--- src/rtl/fadd_rs_sched.sv ---
// Reservation station and single-issue scheduler feeding an external combinational fpADD_32.
// Build option: define FADD_RS_AGE_EN to issue the oldest ready entry instead of the lowest-index one.
module fadd_rs_sched #(
    parameter int NUM_RS   = 3,
    parameter int TAG_W    = 4,
    parameter int EXEC_LAT = 2
) (
    input  logic             clk,
    input  logic             rst_n,
    input  logic             disp_valid,
    output logic             disp_ready,
    input  logic [TAG_W-1:0] disp_tag,
    input  logic [31:0]      disp_vj,
    input  logic [31:0]      disp_vk,
    input  logic [TAG_W-1:0] disp_qj,
    input  logic [TAG_W-1:0] disp_qk,
    input  logic             cdb_valid,
    input  logic [TAG_W-1:0] cdb_tag,
    input  logic [31:0]      cdb_data,
    output logic [31:0]      fa_x1,
    output logic [31:0]      fa_x2,
    input  logic [31:0]      fa_x3,
    output logic             res_valid,
    output logic [TAG_W-1:0] res_tag,
    output logic [31:0]      res_data,
    input  logic             res_grant,
    output logic [3:0]       busy_cnt
);
    localparam int IDX_W = (NUM_RS > 1) ? $clog2(NUM_RS) : 1;

    typedef enum logic [1:0] {IDLE, EXEC, WAIT_CDB} state_t;

    state_t            state;
    logic [3:0]        cnt;
    logic [IDX_W-1:0]  sel;
    logic [NUM_RS-1:0] busy;
    logic [NUM_RS-1:0] issued;
    logic [TAG_W-1:0]  tag [NUM_RS];
    logic [TAG_W-1:0]  qj  [NUM_RS];
    logic [TAG_W-1:0]  qk  [NUM_RS];
    logic [31:0]       vj  [NUM_RS];
    logic [31:0]       vk  [NUM_RS];

    logic [NUM_RS-1:0] ready;
    logic [IDX_W-1:0]  free_idx;
    logic [IDX_W-1:0]  pick;
    logic              dispatch;
    logic              cdb_live;
    logic              disp_hit_j;
    logic              disp_hit_k;

    assign dispatch   = disp_valid & disp_ready;
    assign cdb_live   = cdb_valid & (cdb_tag != '0);
    assign disp_hit_j = cdb_live & (disp_qj == cdb_tag);
    assign disp_hit_k = cdb_live & (disp_qk == cdb_tag);

    always_comb begin
        disp_ready = ~&busy;
        free_idx   = '0;
        for (int i = NUM_RS - 1; i >= 0; i--) begin
            if (!busy[i]) free_idx = IDX_W'(i);
        end
    end

    always_comb begin
        busy_cnt = '0;
        ready    = '0;
        for (int i = 0; i < NUM_RS; i++) begin
            busy_cnt = busy_cnt + {3'b000, busy[i]};
            ready[i] = busy[i] & ~issued[i] & (qj[i] == '0) & (qk[i] == '0);
        end
    end

`ifdef FADD_RS_AGE_EN
    // older[i][j] is set when entry i was dispatched before entry j
    logic [NUM_RS-1:0] older [NUM_RS];

    always_comb begin
        logic oldest;
        oldest = 1'b0;
        pick   = '0;
        for (int i = 0; i < NUM_RS; i++) begin
            oldest = ready[i];
            for (int j = 0; j < NUM_RS; j++) begin
                if (j != i && ready[j] && older[j][i]) oldest = 1'b0;
            end
            if (oldest) pick = IDX_W'(i);
        end
    end
`else
    always_comb begin
        pick = '0;
        for (int i = NUM_RS - 1; i >= 0; i--) begin
            if (ready[i]) pick = IDX_W'(i);
        end
    end
`endif

    // Operand/tag storage: written on dispatch, updated by CDB snoop while waiting
    always_ff @(posedge clk) begin
        for (int i = 0; i < NUM_RS; i++) begin
            if (dispatch && free_idx == IDX_W'(i)) begin
                tag[i] <= disp_tag;
                vj[i]  <= disp_hit_j ? cdb_data : disp_vj;
                qj[i]  <= disp_hit_j ? '0 : disp_qj;
                vk[i]  <= disp_hit_k ? cdb_data : disp_vk;
                qk[i]  <= disp_hit_k ? '0 : disp_qk;
            end else if (busy[i] && cdb_live) begin
                if (qj[i] == cdb_tag) begin
                    vj[i] <= cdb_data;
                    qj[i] <= '0;
                end
                if (qk[i] == cdb_tag) begin
                    vk[i] <= cdb_data;
                    qk[i] <= '0;
                end
            end
        end
    end

    always_ff @(posedge clk) begin
        if (!rst_n) begin
            busy      <= '0;
            issued    <= '0;
            state     <= IDLE;
            cnt       <= '0;
            sel       <= '0;
            res_valid <= 1'b0;
            res_tag   <= '0;
            res_data  <= '0;
            fa_x1     <= '0;
            fa_x2     <= '0;
`ifdef FADD_RS_AGE_EN
            for (int i = 0; i < NUM_RS; i++) older[i] <= '0;
`endif
        end else begin
            if (dispatch) begin
                busy[free_idx]   <= 1'b1;
                issued[free_idx] <= 1'b0;
`ifdef FADD_RS_AGE_EN
                for (int j = 0; j < NUM_RS; j++) begin
                    older[free_idx][j] <= 1'b0;
                    older[j][free_idx] <= busy[j];
                end
`endif
            end
            case (state)
                IDLE: begin
                    if (|ready) begin
                        issued[pick] <= 1'b1;
                        sel          <= pick;
                        fa_x1        <= vj[pick];
                        fa_x2        <= vk[pick];
                        cnt          <= 4'(EXEC_LAT - 1);
                        state        <= EXEC;
                    end
                end
                EXEC: begin
                    if (cnt == '0) begin
                        res_data  <= fa_x3;
                        res_tag   <= tag[sel];
                        res_valid <= 1'b1;
                        state     <= WAIT_CDB;
                    end else begin
                        cnt <= cnt - 4'd1;
                    end
                end
                WAIT_CDB: begin
                    // Entry stays busy through the grant cycle, so dispatch cannot reuse it until after
                    if (res_grant) begin
                        busy[sel]   <= 1'b0;
                        issued[sel] <= 1'b0;
                        res_valid   <= 1'b0;
                        state       <= IDLE;
                    end
                end
                default: state <= IDLE;
            endcase
        end
    end
endmodule

--- config.mk ---
export PLATFORM = sky130hd
export DESIGN_NAME = fadd_rs_sched
export DESIGN_NICKNAME = d
export VERILOG_FILES = /design/src/rtl/fadd_rs_sched.sv
export SDC_FILE = /design/constraint.sdc
export NUM_CORES = 1
export LEC_CHECK = 0
export CORE_UTILIZATION = 38
export CTS_CLUSTER_DIAMETER = 30
export DETAILED_ROUTE_END_ITERATION = 12
export GPL_TIMING_DRIVEN = 0
export PLACE_DENSITY = 0.6
export SLEW_MARGIN = 10
export SYNTH_ARGS = -nofsm -noshare
export SYNTH_HDL_FRONTEND = slang
export SYNTH_SLANG_ARGS = --single-unit
--- constraint.sdc ---
create_clock -name clk -period 5.25 [get_ports clk]
set_clock_uncertainty 0.2 [all_clocks]
set_input_delay 0.525 -clock clk [delete_from_list [all_inputs] [get_ports clk]]
set_output_delay 0.525 -clock clk [all_outputs]
set_load 0.02 [all_outputs]
==> Word-level counts from Yosys, hierarchy flattened <==
Memory sizes are Yosys's and may differ from the RTL's. A register that Yosys moved wholly into a read port is not among the register bits.
Index checks and enable logic that the tools add are counted.
{ "op_classes": {"order_cmp": 6, "n_bitwise": 35, "n_eq_ne": 16, "reduce_logical": 34, "n_addsub": 3, "mux": 83} }
{ "op_table": {"columns": ["op", "count"], "rows": [
  ["2-to-1 mux 32 bit", 8],
  ["2-to-1 mux 4 bit", 12],
  ["2-to-1 mux 1 bit", 37],
  ["equality test 4 bit", 8],
  ["zero test 4 bit", 7],
  ["2-to-1 mux 3 bit", 8],
  ["2-to-1 mux 2 bit", 11],
  ["AND 1 bit", 13],
  ["OR 1 bit", 12],
  ["AND reduction 3 bit", 4],
  ["AND 3 bit", 3],
  ["logical AND 1 bit", 9],
  ["< comparator 2 x 3 -> 1 bit (second input constant)", 3],
  ["!= test 2 bit (second input constant)", 4],
  ["one-hot mux 4 bit (2 select lines)", 1],
  ["OR reduction 4 bit", 2],
  ["demux 1 bit (select 2 bit)", 3],
  ["greater-or-equal comparator 2 x 1 -> 1 bit (second input constant)", 3],
  ["NOT 3 bit", 2],
  ["OR 3 bit", 2],
  ["one-hot mux 2 bit (3 select lines)", 1],
  ["one-hot mux 3 bit (2 select lines)", 1],
  ["equality test 2 x 1 -> 1 bit (second input constant)", 2],
  ["equality test 2 bit (second input constant)", 2],
  ["11 further kinds", 19]
]} }
{ "totals": {"memories": 5, "mem_bits_rw": 228, "ff_bits": 47} }
{ "memory_table": {"columns": ["name", "words", "word_bits", "rd", "rd_ports_with_merged_regs", "write_ports", "line", "source"], "rows": [
  ["vj", 3, 32, 1, 1, 3, "41", "logic [31:0] vj [NUM_RS];"],
  ["vk", 3, 32, 1, 1, 3, "42", "logic [31:0] vk [NUM_RS];"],
  ["qj", 3, 4, 3, 0, 3, "39", "logic [TAG_W-1:0] qj [NUM_RS];"],
  ["qk", 3, 4, 3, 0, 3, "40", "logic [TAG_W-1:0] qk [NUM_RS];"],
  ["tag", 3, 4, 1, 1, 1, "38", "logic [TAG_W-1:0] tag [NUM_RS];"]
]} }

==> Longest topological paths before layout <==
Gate-level depths: netlist (run 1).
{ "depth": {"word_depth": 14, "mapped_depth": 8} }

==> Worst setup path before layout (run 1) <==
OpenSTA, ideal clock, no wires.
{ "synth_path": {"path_kind": "input-to-reg", "startpoint": "input port cdb_tag[2]", "endpoint": "memory vj[2][0] (enable)", "n_path_buf": 2, "setup_ns": 0.466, "path_slack_ns": 1.205, "path_stages": 5, "arrival_time_ns": 3.380, "path_cell_list": "buf_6 -> o41a_1 -> buf_6 -> nand2_2 -> o21ai_0"} }
{ "synth_lines": {"columns": ["item", "line", "source"], "rows": [
  ["start, declared", "18", "input logic [TAG_W-1:0] cdb_tag,"],
  ["end, declared", "41", null]
]} }

==> metrics list, run 1 <==
- The signal on the critical path passes through nor4_2 -> nand3_2 -> nor2_1 -> clkbuf_1 -> a22oi_1 -> o22ai_1.
- Clock latency reported for the late side of the worst-skew pair: 0.57 ns
* Data arrival time of the critical path: roughly 3.4 ns
- Together, buffers and inverters on the worst path number 1.
- Count of port buffers added during placement: about 250
- The largest total area in the synthesized netlist belongs to sky130_fd_sc_hd__edfxtp_1.
- The run finished with clean final reports.
- roughly 260 I/O pins were placed.
* Starting density of the core: around two fifths
- The tool flagged a number of max-cap violations equal to 0.
* Portion of total power attributed to the clock network: about three fifths
- Row generation in the floorplan step produced 74 rows.
* RSZ-0062 raised after global routing: no
- In this run the power density over the cells is 400 nW/um^2.
* Cell type group with the largest total delay on the critical path: simple AND/OR/NAND/NOR gates
- Via Count: 11100
- In the routed design, unresolved DRC markers number 0.
- The worst hold path belongs to the class flip-flop to flip-flop.
- Per report_power, the combinational group accounts for under 10% of the total.
- Total of endpoints with negative setup slack in the final report: 0
* Final std cells w/o fill: 2121
- The root buffer cell chosen for the clock tree is sky130_fd_sc_hd__clkbuf_16.
* Die Outline Area: between 40000 and 50000 sq um
* Layout Nets: 1670
- Post-cts repair resize count: 0
- Proportion of register bits with asynchronous set or reset after synthesis: 0%
* Relative slew slack: 47.7%
* Post-synth cell types: 58
* Pin count of the biggest net entering global routing: 23
* Post-route clock period utilization: 59.0%
* Maximum resistive drop on vdd: roughly 0.28 mV
* Post-Syn Instances: about 1200
* Leftover overflow at the end of global routing: 0
- STA classifies the critical path startpoint as a flip-flop.
- Register-to-register path setup slack: 2.15 ns
- After clock tree synthesis, the setup repair step added 0 buffers.
* Part of the total power dissipated in sequential elements: a little over a third
* Adder and majority cell fraction of the synthesized area: less than 1%
- The most used flip-flop cell after synthesis is sky130_fd_sc_hd__edfxtp_1.
- Met3 Usage GRT: about 5%
- GR peak layer: met2
* Fraction of the mapped netlist area in simple logic gates: 8.82%
* Die width: between 200 and 250 um
* Worst hold stages: 2
- CP max stage delay: between 0.6 and 0.7 ns
- The synthesized netlist occupies a cell area of around 16000 sq um.
- The via count of the first global-routing pass came to 11200.
- Counting flops with a built-in enable in the synthesized netlist gives 220.
- Detailed placement ended at an HPWL of between 30000 and 40000 um.
- The worst setup path is captured at a flip-flop.
- Endpoint, Worst Hold: res_tag[1]$_SDFFE_PN0P_
- Req. time, crit path: 5.54 ns
* Share of the synthesized netlist area taken by xor and xnor gates: between 1.5 and 2%
* 1st-iter DRT viols: between 600 and 700
* Global placer's final weighted congestion: roughly 0.8
* TritonCTS clock tree: built
- Of the cells placed in the final design, the portion with a size suffix greater than 1 is around a quarter.
* Crit Path Category: flip-flop to flip-flop
* Register clock-pin slew on the reported worst setup and hold paths: about 0.05 ns
- The worst hold path begins at res_tag[1]$_SDFFE_PN0P_.
- Fill cells in the final layout number roughly 3400.
- After layout, the design draws a total of approximately 8.7 mW.
- RR Endpoint: fa_x1[11]$_SDFFE_PN0P_
- Number of cells after detailed placement: ~2000
- Counting along the longest clock path gives a buffer depth of 3.
* Final standard cell utilization of the core: between 50% and 60%
- Core Area: a little over 40000 sq um
* Die outline height: a little over 200 um
* Switch share: 21.1%
- Place WS: 2.16 ns
- Largest fanout on the critical path: 10
* Syn. warnings: 0
- Across the whole layout, storage elements account for roughly 9000 sq um.
- The count of final max-slew check failures is 0.
- The worst register-to-register path has a depth of 6.
* Largest cells by area after synthesis: sky130_fd_sc_hd__edfxtp_1, sky130_fd_sc_hd__dfxtp_1, sky130_fd_sc_hd__mux2_4
- Final WS setup: ~2.2 ns
- Number of vias per cell: 5.22
* Number of hold buffers added after cts: 0
- The internal portion of the total power is 6.90 mW.
- Met2 track demand over resource in global routing: a little over a third
- #FFs+latches synth: 343
* Footprint of the multi-input gates: just under 6000 sq um
- H-tree level count: 3
- Share of the synthesized area in the top cell type: 42.1%
- Dividing the detail-routed wire length by the instance count gives roughly 22 um.
* Power spent charging and discharging nets: 1.84 mW
- Final Hold Fails: 0
* Antenna Nets Post-Route: 0
- The startpoint identified for the worst register-to-register timing path is qk[0][0]$_SDFFCE_PP0P_.
- Worst-path cell with the longest stage delay: sky130_fd_sc_hd__clkbuf_1
- Transition time at the pin with the least slew margin: around 0.78 ns
- Compound-Gate Fraction of Synth Area: a little under 10%
- CTS Buf Count: 81
- On the final layout, the worst hold slack is around 0.25 ns.
- Antenna violations before repair: 3
- Wires add up to 46100 um.
* Leakage power: 8.07 nW
- After synthesis, flip-flops and latches occupy between 50 and 60% of the total area.
- The routed design could run at a clock period as short as between 3 and 4 ns.
- After synthesis, the share of cell area in mux cells is 16.9%.
- Grt met1 use: between 20% and 30%
- Average size of a mapped cell: 13.3 sq um
* Fmax: ~320 MHz
- Global routing used between 20% and 30% of the available tracks.
- Wire length of the first global-routing pass: around 67000 um
- Main combinational cell family by area after synthesis: multiplexers
- The tree built by TritonCTS fans out to 343 sinks.
- Detailed Routing Iterations Pass 1: 5
* Layout Area Growth over Synthesis: 39.1%
placed cells by master (no fill, tap or decap), drive strengths merged, types with 39 or more instances in the layout:
cell and n:
dfxtp 123, clkdlybuf4s50 248, a21oi 97, mux2 192
a221o 39, nand2 145, edfxtp 220, buf 57
nand3 56, clkbuf 149
power groups by stage:
stage	Clock, mW	Sequential (mW)	Combinational, mW
floorplan	0	3.09	0.326
global placement	0	3.10	0.572
detailed placement	0	3.09	0.595
CTS	5.15	3.05	0.599
global route	5.30	3.05	0.634
finish	5.10	3.05	0.595
Yosys cell counts, types with 7 or more instances:
cell type	n
sky130_fd_sc_hd__mux2_4	120
sky130_fd_sc_hd__buf_1	10
sky130_fd_sc_hd__xor2_1	26
sky130_fd_sc_hd__nand3_1	51
sky130_fd_sc_hd__a22oi_1	30
sky130_fd_sc_hd__buf_12	12
sky130_fd_sc_hd__and3_1	18
sky130_fd_sc_hd__buf_6	17
sky130_fd_sc_hd__buf_2	7
sky130_fd_sc_hd__a21oi_1	95
sky130_fd_sc_hd__edfxtp_1	220
sky130_fd_sc_hd__o21ai_0	23
sky130_fd_sc_hd__mux2_1	14
sky130_fd_sc_hd__dfxtp_1	123
sky130_fd_sc_hd__mux2_2	58
sky130_fd_sc_hd__a221o_1	39
sky130_fd_sc_hd__o22ai_1	15
sky130_fd_sc_hd__clkbuf_1	37
sky130_fd_sc_hd__nand2_1	142
sky130_fd_sc_hd__xnor2_1	8
sky130_fd_sc_hd__nor2_1	25
sky130_fd_sc_hd__o221ai_1	9
cell type report:
cell class | instances | area share, %
Antenna cell | 4 | 0.0458
Buffer | 88 | 3.12
Clock buffer | 112 | 10.9
Clock inverter | 38 | 2.10
Inverter | 7 | 0.120
Multi-Input combinational cell | 743 | 27.3
Sequential cell | 343 | 41.5
Tap cell | 532 | 3.05
Timing Repair Buffer | 254 | 11.9
tightest hold or removal path: cells and delay by family, from the launching register on:
kind             cells  cell delay [ns]
AO/OA/AOI/OAI        1             0.05
AND/OR/NAND/NOR      1             0.05
flip-flops           1             0.30
sequential cells by signal (all words and copies together), names as in the netlist:
| signal | flops |
|---|---|
| busy | 3 |
| cnt | 4 |
| fa_x1 | 32 |
| fa_x2 | 32 |
| issued | 3 |
| qj | 12 |
| qk | 12 |
| res_data | 32 |
| res_tag | 4 |
| res_valid | 1 |
| sel | 2 |
| state | 2 |
| tag | 12 |
| vj | 96 |
| vk | 96 |
worst max path at each step:
stage / cells past startpoint / endpoint / from
after floorplan: 5 / vj[2][0]$_DFFE_PP_ / cdb_tag[2]
after detailed placement: 6 / fa_x2[30]$_SDFFE_PN0P_ / rst_n
after global routing: 6 / fa_x1[11]$_SDFFE_PN0P_ / qk[0][0]$_SDFFCE_PP0P_
after global placement: 5 / vk[2][22]$_DFFE_PP_ / cdb_valid
final: 6 / fa_x1[11]$_SDFFE_PN0P_ / qk[0][0]$_SDFFCE_PP0P_
after CTS: 6 / fa_x1[11]$_SDFFE_PN0P_ / qk[0][0]$_SDFFCE_PP0P_
routing by layer:
| layer | up-vias | share of wire, % |
|---|---|---|
| li1 | 5153 | - |
| met1 | 5432 | 42 |
| met2 | 425 | 48 |
| met3 | 72 | 7.1 |
| met4 | 0 | 2.4 |
| met5 | - | 0 |
metrics by stage:
stage,area [sq um],TNS [ns]
global placement,18900,-110.58
detailed placement,19000,0
floorplan,15700,0
finish,21800,0
CTS,21800,0
global route,21800,0
kinds of logic after synthesis:
kind of cell	Yosys count
flip-flops	343
other	1
AND/OR/NAND/NOR	281
XOR/XNOR	34
AO/OA/AOI/OAI	227
multiplexers	196
buffers and inverters	95
adder cells (fa/ha/maj)	3
No activity file was read; power rests on OpenSTA's default activity.
==> run 2, diff against run 1 <==
==> constraint.sdc (replaced) <==
create_clock -name clk -period 2.9 [get_ports clk]
set_clock_uncertainty 0.2 [all_clocks]
set_input_delay 0.29 -clock clk [delete_from_list [all_inputs] [get_ports clk]]
set_output_delay 0.29 -clock clk [all_outputs]
set_load 0.02 [all_outputs]
==> metrics list, run 2 (synthesized netlist as in run 1, its figures left out) <==
* Status: finished, final reports clean
* Placed inst area: 19000 sq um
* DRC violation count after routing: 0
- With fillers left out, the area of the finished cells amounts to 22100 sq um.
* Count of port buffers added during placement: 248
* Worst setup SP type: flip-flop
- In this run the clock root is driven by a sky130_fd_sc_hd__clkbuf_16.
- The die is between 200 and 250 um tall.
* Drt total wl: between 40000 and 50000 um
- Antenna violations before repair: 5
* 1st-iter DRT viols: between 800 and 900
- STA classifies the critical path endpoint as a flip-flop.
- Transition time at the pin with the least slew margin: 0.823 ns
- Setup TNS: 0 ns
- CP bufs+invs: 1
- Dividing the final minimum period by the clock period gives about 95%.
- Starting density of the core: 38.4%
- Pin count of the biggest net entering global routing: 28
- Worst hold stages: 3
- Routability-driven placement finished with a final weighted congestion of roughly 0.79.
* Total of endpoints with negative setup slack in the final report: 0
- Share of post-route cells with drive strength above 1: 25.2%
- STA puts the critical path data arrival time at around 3.0 ns.
* GRT Overall Usage: between 20 and 25%
- Clock latency reported for the late side of the worst-skew pair: 0.60 ns
- Derived from the worst setup path, the maximum achievable clock frequency is between 300 and 400 MHz.
* Relative slew slack: 45.1%
- Clock-pin slew was measured on the worst setup and hold paths at around 0.04 ns.
- Leakage power: 8.17 nW
- Dividing the detail-routed wire length by the instance count gives between 20 and 25 um.
- Via Count: 11300
* Maximum resistive drop on vdd: about 0.47 mV
- Largest fanout on the critical path: 10
* Origin of the worst min-delay path: fa_x3[11]
- For this run the aggregate overflow at the end of global routing stands at 0.
- Final Hold Fails: 0
- TritonCTS created 89 clock buffers.
* TritonCTS clock tree: built
- Across all register-to-register paths, the minimum setup slack is 0.15 ns.
- For this design the ratio of total power to cell area is around 740 nW/um^2.
- The first TritonRoute pass finished after 5 iterations.
* Antenna Nets Post-Route: 0
* Startpoint of the worst register-to-register path: qk[0][0]$_SDFFCE_PP0P_
* Cell type group with the largest total delay on the critical path: compound AO/OA/AOI/OAI gates
- For this design, the sink count on the clock tree is about 340.
- Compared with the post-synthesis result, the final layout area differs by 40.5%.
* Crit Path Category: flip-flop to flip-flop
- The initialized floorplan defines 74 standard-cell rows.
- Ports: ~260
* Minimum period implied by the final worst setup slack: 2.75 ns
- Commonest cells after routing, fill and taps aside: sky130_fd_sc_hd__clkdlybuf4s50_1, sky130_fd_sc_hd__edfxtp_1, sky130_fd_sc_hd__nand2_1
- The via count of the first global-routing pass came to ~11000.
- Max-slew violation total from the final report: 0
* H-tree level count: 3
* Post-detail-place hpwl: 31800 um
- Using the TritonRoute via totals, the vias-per-cell ratio works out to ~5.3.
- RR Endpoint: fa_x2[13]$_SDFFE_PN0P_
- For hold timing, the worst endpoint is res_data[11]$_SDFFE_PN0P_.
- The largest single stage delay on the critical path is roughly 0.44 ns.
- The tool flagged a number of max-cap violations equal to 0.
* Layout Nets: between 1500 and 2000
- The longest clock path from root to sink contains 3 buffers.
- RSZ-0062 raised after global routing: no
* Die width: between 200 and 250 um
* Fillers: roughly 3400
- Core Area: roughly 40000 sq um
- The first global-routing pass estimated 68700 um of wire.
- At the worst endpoint, the required time is 3.18 ns.
- The library cell used most frequently in the layout, excluding fill and tap cells, is sky130_fd_sc_hd__clkdlybuf4s50_1.
- Min-Delay Path Class: input port to flip-flop
* Number of post-CTS setup repair buffers: 0
- Worst-path cell with the longest stage delay: sky130_fd_sc_hd__a221o_1
* Count of cells along the worst register-to-register path: 6
- Crit path cell chain: nor4_4 -> nand3_2 -> a31oi_2 -> nor2_2 -> clkbuf_1 -> a221o_1
- Final hold analysis gives a worst-case slack of 0.0397 ns.
* Die Outline Area: around 42000 sq um
* Largest regs: vj (96), vk (96)
==> run 2: repair_timing <==
| action | in CTS | in global routing |
|---|---|---|
| hold buffers | 0 | 0 |
| pin swaps | 0 | 0 |
| gates resized for setup | 2 | 6 |
| endpoints found under the setup margin | 21 | 11 |
==> run 2: worst max path at each step <==
stage | from | endpoint | slack (ns) | cells past startpoint
3_5_place_dp | qk[0][0]$_SDFFCE_PP0P_ | fa_x1[6]$_SDFFE_PN0P_ | -0.13 | 6
6_report | qk[0][0]$_SDFFCE_PP0P_ | fa_x2[13]$_SDFFE_PN0P_ | 0.15 | 6
2_1_floorplan | cdb_tag[2] | vj[2][0]$_DFFE_PP_ | -0.04 | 5
3_3_place_gp | cdb_valid | vk[2][27]$_DFFE_PP_ | -2.00 | 5
4_1_cts | qk[0][0]$_SDFFCE_PP0P_ | fa_x2[11]$_SDFFE_PN0P_ | 0.07 | 6
5_1_grt | qk[0][0]$_SDFFCE_PP0P_ | fa_x2[19]$_SDFFE_PN0P_ | 0.009 | 6
==> run 2: worst min-delay path: stages <==
cell and delay (ns):
sky130_fd_sc_hd__clkdlybuf4s50_1 0.40, sky130_fd_sc_hd__nand2_1 0.05, sky130_fd_sc_hd__a21oi_1 0.05
==> run 2: area by class of cell <==
class | instances | area, sq um | share of cell area [%]
inverter | 7 | 26.3 | 0.119
timing repair buffer | 254 | 2610 | 11.8
tap | 532 | 666 | 3.02
buffer | 88 | 684 | 3.10
sequential | 343 | 9070 | 41.1
multi-input combinational | 743 | 5970 | 27.1
clock buffer | 117 | 2450 | 11.1
clock inverter | 49 | 566 | 2.56
antenna | 3 | 7.51 | 0.0340
==> run 2: per-stage QoR <==
step,instances,power (mW),util (%),worst slack (ns)
2_1_floorplan,1181,6.19,-,-0.0446
3_3_place_gp,1961,6.65,46.2,-2.00
3_5_place_dp,1967,6.69,46.6,-0.131
4_1_cts,2133,16.5,54.0,0.0735
5_1_grt,2136,16.8,54.0,0.00897
6_report,2136,16.4,54.0,0.151
==> run 2: layer usage <==
layer	share of wire, %	global-route usage (%)
met3	7.1	5.57
met5	0.057	0
met2	48	36.5
met1	42	28.0
met4	2.4	8.25
==> run 2: report_power, final <==
part	switching (mW)	total [mW]	leakage, nW	internal [mW]
clock network	2.98	9.78	1.47	6.80
logic	0.514	1.09	3.67	0.575
registers	0.0900	5.53	3.03	5.44
total	3.59	16.4	8.17	12.8
